[src/rtl/pipe_reg_file_sb.sv]
// pipe_reg_file_sb: ID-stage register file with NUM_RD read ports, WB write-through
// bypass, optional hardwired-zero R0, a per-register busy scoreboard for RAW hazard
// detection and a saturating count of stalled cycles.
module pipe_reg_file_sb #(
    parameter int DATA_W    = 32,
    parameter int ADDR_W    = 5,
    parameter int NUM_RD    = 2,
    parameter int ZERO_R0   = 1,
    parameter int READ_SYNC = 0,
    parameter int STALL_CW  = 16
) (
    input  logic                     clk,
    input  logic                     rst_n,
    input  logic [NUM_RD*ADDR_W-1:0] i_rd_addr,
    input  logic [NUM_RD-1:0]        i_rd_chk,
    output logic [NUM_RD*DATA_W-1:0] o_rd_data,
    output logic [NUM_RD-1:0]        o_rd_busy,
    output logic                     o_stall,
    input  logic                     i_wr_en,
    input  logic [ADDR_W-1:0]        i_wr_addr,
    input  logic [DATA_W-1:0]        i_wr_data,
    input  logic                     i_sb_set,
    input  logic [ADDR_W-1:0]        i_sb_addr,
    input  logic                     i_flush,
    output logic [STALL_CW-1:0]      o_stall_cnt
);

    localparam int DEPTH = 1 << ADDR_W;

    logic [DATA_W-1:0]   r_regs [DEPTH];
    logic [DEPTH-1:0]    r_busy;
    logic [STALL_CW-1:0] r_stall_cnt;

    // Writes and scoreboard sets aimed at a hardwired R0 are treated as if absent.
    logic w_wr_ok;
    logic w_set_ok;
    assign w_wr_ok  = i_wr_en  && !((ZERO_R0 != 0) && (i_wr_addr == '0));
    assign w_set_ok = i_sb_set && !((ZERO_R0 != 0) && (i_sb_addr == '0));

    // Register array: WB write lands at the clock edge.
    always_ff @(posedge clk or negedge rst_n) begin
        if (!rst_n) begin
            for (int k = 0; k < DEPTH; k++) r_regs[k] <= '0;
        end else if (w_wr_ok) begin
            r_regs[i_wr_addr] <= i_wr_data;
        end
    end

    // Read ports: R0 forcing first, then bypass from WB, then the stored value.
    genvar gi;
    generate
        for (gi = 0; gi < NUM_RD; gi++) begin : g_rd
            logic [ADDR_W-1:0] w_addr;
            logic              w_hit;
            logic [DATA_W-1:0] w_val;

            assign w_addr = i_rd_addr[gi*ADDR_W +: ADDR_W];
            assign w_hit  = w_wr_ok && (i_wr_addr == w_addr);
            assign w_val  = ((ZERO_R0 != 0) && (w_addr == '0)) ? '0 :
                            w_hit ? i_wr_data : r_regs[w_addr];
            // A producer retiring this very cycle already supplies the operand.
            assign o_rd_busy[gi] = r_busy[w_addr] & ~w_hit;

            if (READ_SYNC != 0) begin : g_sync
                logic [DATA_W-1:0] r_rd;
                // Registered read: capture the resolved operand for the next cycle.
                always_ff @(posedge clk or negedge rst_n) begin
                    if (!rst_n) r_rd <= '0;
                    else        r_rd <= w_val;
                end
                assign o_rd_data[gi*DATA_W +: DATA_W] = r_rd;
            end else begin : g_comb
                assign o_rd_data[gi*DATA_W +: DATA_W] = w_val;
            end
        end
    endgenerate

    // The scoreboard is read only through registered busy bits, so an issuing
    // instruction's own set cannot stall it.
    assign o_stall = |(o_rd_busy & i_rd_chk);

    // Scoreboard: flush beats set, set beats a same-address retire (later NBA wins).
    always_ff @(posedge clk or negedge rst_n) begin
        if (!rst_n) begin
            r_busy <= '0;
        end else if (i_flush) begin
            r_busy <= '0;
        end else begin
            if (w_wr_ok)  r_busy[i_wr_addr] <= 1'b0;
            if (w_set_ok) r_busy[i_sb_addr] <= 1'b1;
        end
    end

    // Stall-cycle counter, saturating at all ones.
    always_ff @(posedge clk or negedge rst_n) begin
        if (!rst_n) begin
            r_stall_cnt <= '0;
        end else if (o_stall && (r_stall_cnt != {STALL_CW{1'b1}})) begin
            r_stall_cnt <= r_stall_cnt + 1'b1;
        end
    end

    assign o_stall_cnt = r_stall_cnt;

endmodule

[config.mk]
export PLATFORM = sky130hd
export DESIGN_NAME = pipe_reg_file_sb
export DESIGN_NICKNAME = d
export VERILOG_FILES = /design/src/rtl/pipe_reg_file_sb.sv
export SDC_FILE = /design/constraint.sdc
export NUM_CORES = 2
export LEC_CHECK = 0
export BUFFER_PORTS_ARGS = -buffer_cell sky130_fd_sc_hd__buf_2
export CAP_MARGIN = 30
export CELL_PAD_IN_SITES_DETAIL_PLACEMENT = 0
export CELL_PAD_IN_SITES_GLOBAL_PLACEMENT = 1
export CORE_MARGIN = 2
export CORE_UTILIZATION = 45
export CTS_CLUSTER_DIAMETER = 40
export DETAILED_ROUTE_END_ITERATION = 6
export GPL_ROUTABILITY_DRIVEN = 0
export HOLD_SLACK_MARGIN = 0.03
export MAX_ROUTING_LAYER = met4
export PLACE_DENSITY_LB_ADDON = 0.05
export SLEW_MARGIN = 30
export SYNTH_ARGS = -nofsm -noshare
export SYNTH_HDL_FRONTEND = slang
export SYNTH_SLANG_ARGS = --single-unit
[constraint.sdc]
create_clock -name clk -period 3.2 [get_ports clk]
set_input_delay 0.32 -clock clk [delete_from_list [all_inputs] [get_ports clk]]
set_output_delay 0.32 -clock clk [all_outputs]
set_load 0.02 [all_outputs]
==> results.md <==
- DR WL met3: 10.48 mm
- DP HPWL: 113.5 mm
- Slowest-stage cell, CP: mux4_2
- Fillers: 10165
- Critical Path AT: 2.81 ns
- Fraction of layout cells with a size suffix above 1: 0.5816
- Cell count after synthesis: 3761
- Post-synth top flop: dfrtp_1
- Uppermost layer routed: met4
- Design area: 68480 sq um
- First-pass GRT wire length: 278.1 mm
- GRT Overall Usage: 0.3014
- Multi-input gate area in the final layout: 29370 sq um
- CTS sink count: 1072
- Post-Syn Area: 57710 sq um
- Largest area contributor in the netlist: dfrtp_1
- Seq cells post-synth: 1072
- Worst EP required: 2.88 ns
- Max Clock Freq: 0.3198 GHz
- Unrepaired setup endpoints after global routing: true
- Mean routed wirelength per cell: 33.15 microns
- Slew @ Worst Pin: 0.9221 ns
- Leak pwr: 29.71 nW
- Max-cap violation count: 0
- Placed Instances: 5360
- Drc violations: 4
- Rows: 131
- CTS tree: built
- Critical path's most frequent cell: mux4_2
- Endpoint type of the worst setup path: primary output
- Crit path kind: reg2out
- Initial Utilization: 0.4531
- Global route overflow: 0
- Top cell type's share of synthesized area: 0.4649
- Setup TNS: 0 ns
- Die width: 362.1 microns
- Routed via count: 36873
- Hold Path Class: in2async
- CP Launch Type: flip-flop
- Total power: 46.91 mW
- Post-synth EDFFs: 0
- Net count after synthesis: 3821
- Clock-pin slew of the registers on the worst-case setup and hold paths: 0.05 ns
- Drt pass-1 iters: 7
- Non-filler instance count after layout: 5719
- Syn_area_per_cell: 15.34 sq um
- CTS H-Tree Depth: 4
- Placed inst area: 61850 sq um
- Core box area: 127400 sq um
- I/O Buffers: 141
- # nets final: 3961
- Yosys warns: 0
- Clock Latency Late Sink: 0.78 ns
- Largest net degree at the start of global routing: 99
- Vias in the first global route: 39353
- Commonest non-fill, non-tap cell in the layout: dfrtp_1
- Yosys cell types: 50
- Synth-to-Final Area Change: 18.67%
- Status: complete, but fails checks
- Register area: 26830 sq um
- Area contributors post-synth: dfrtp_1 46%, mux4_2 23%, mux2_2 20%
- Final setup viols: 0
- Crit path cell chain: mux4_2 -> mux4_2 -> mux2i_4 -> a211oi_4 -> buf_6
- Initial antenna violation count: 6
- Worst VDD drop: 0.5994 mV
- Slew Viols, Final: 0
- Wirelength, routed: 189.6 mm
- Failing checks: design-rule violations
- Die ar.: 131100 sq um
- Relative slew slack: 0.3840
- Pwr dens: 685.0 nW/um^2
- Clock tree buffer depth: 3
- Clock root cell: clkbuf_16
- IO Pins: 142
- Most frequent cells in the layout: 1072 x dfrtp_1, 1006 x mux2_2, 592 x mux4_2, 185 x clkbuf_16, 149 x buf_4
- Antenna Nets Post-Route: 0
- Fin crit share: 0.9771
- Final min period: 3.127 ns
- Skew final: 0.007709 ns
- Slowest stage delay, CP: 0.54 ns
- Ys async rst share: 1.000
- CTS buffer count: 180
- Hold violation count in the final report: 0
- Crit Path Max Fanout: 3
- DR vias/cell: 6.447
- Die Ht: 362.1 microns
- Met1 WL: 80.59 mm
- Routed wl met2: 92.44 mm
- DRT iter0 DRCs: 3052
- Sequential cell area fraction in the yosys report: 0.4649
-- where the power goes --
group | internal (mW) | switching [mW]
Combinational | 5.31 | 3.55
Sequential | 16.1 | 1.89
Clock | 12.8 | 7.31
-- worst paths after layout --
path | startpoint | end | slack, ns | depth (start not counted)
max in group asynchronous | rst_n | r_regs[893]$_DFFE_PN0P_ | 1.90 | 4
min in group clk | i_rd_chk[0] | o_stall_cnt[12]$_DFFE_PN0P_ | 0.16 | 5
max reg2reg | r_busy[10]$_DFF_PN0_ | o_stall_cnt[14]$_DFFE_PN0P_ | 0.58 | 6
max | r_regs[269]$_DFFE_PN0P_ | o_rd_data[13] | 0.07 | 5
min reg2reg | r_regs[992]$_DFFE_PN0P_ | r_regs[992]$_DFFE_PN0P_ | 0.39 | 0
min | rst_n | o_stall_cnt[9]$_DFFE_PN0P_ | 0.11 | 2
-- state kept, by name (all words and copies together) (netlist names) --
signal       flops
o_stall_cnt     16
r_busy          32
r_regs        1024
-- per-layer routing --
layer	vias to the layer above	global-route usage
met5	-	-
met4	0	0.09984
met3	374	0.04942
met2	1298	0.4757
met1	20243	0.3998
li1	14958	-
-- logic make-up (layout without fill, tap and decap cells) --
kind of cell    after synthesis  count (layout)  share of synthesized area
fa+ha+maj                     1               1                  0.0002168
buf+inv                     438             733                    0.03198
compound gates              218             218                    0.02669
simple gates                284             284                    0.02337
xor+xnor                     23              23                   0.003491
mux                        1725            1725                     0.4494
other cells                   0               1                          0
flops                      1072            1072                     0.4649
-- final cells by class --
cell class	instances	area share
sequential	1072	0.3917
clock inverter	118	0.02012
antenna	1	0.00003654
timing repair buffer	392	0.05607
tap	1662	0.03036
clock buffer	219	0.07253
multi-input combinational	2251	0.4289
inverter	4	0.0002923
-- cell usage after synthesis (5+ instances only) --
| library cell | n |
|---|---|
| a32oi_1 | 9 |
| xnor2_1 | 19 |
| nand2_1 | 58 |
| buf_1 | 53 |
| a211oi_1 | 105 |
| a41oi_1 | 7 |
| mux2_2 | 1006 |
| mux2i_1 | 126 |
| a22oi_1 | 19 |
| a21oi_1 | 47 |
| buf_4 | 15 |
| nor2_1 | 117 |
| o22ai_1 | 13 |
| nor2b_1 | 40 |
| buf_2 | 92 |
| dfrtp_1 | 1072 |
| nand3b_1 | 5 |
| nand3_1 | 13 |
| and3_1 | 6 |
| nor3_1 | 9 |
| and2_1 | 5 |
| o21ai_0 | 10 |
| mux4_2 | 592 |
| clkbuf_1 | 270 |
-- stage by stage --
step	hold slack (ns)	utilization	setup slack, ns
after floorplan	0.02441	-	0.4521
after global placement	0.3399	0.4857	-0.1737
after detailed placement	0.3476	0.4857	-0.1479
after CTS	0.06921	0.5371	0.005902
after global routing	0.1378	0.5377	-0.03555
final	0.1099	0.5377	0.07325
-- timing repair --
action	CTS	global route
gates resized for setup	14	4
endpoints found under the setup margin	5	9
hold buffers	14	0
buffers inserted	0	8
pin swaps	2	3
endpoints found under the hold margin	92	0
-- worst max-delay path: cells and delay by family (launching register included) --
kind / cells / cell delay (ns)
muxes: 3 / 1.29
buffers and inverters: 1 / 0.17
AOI/OAI and AO/OA: 1 / 0.18
DFF: 1 / 0.39
Power figures use the tool's default switching activity.
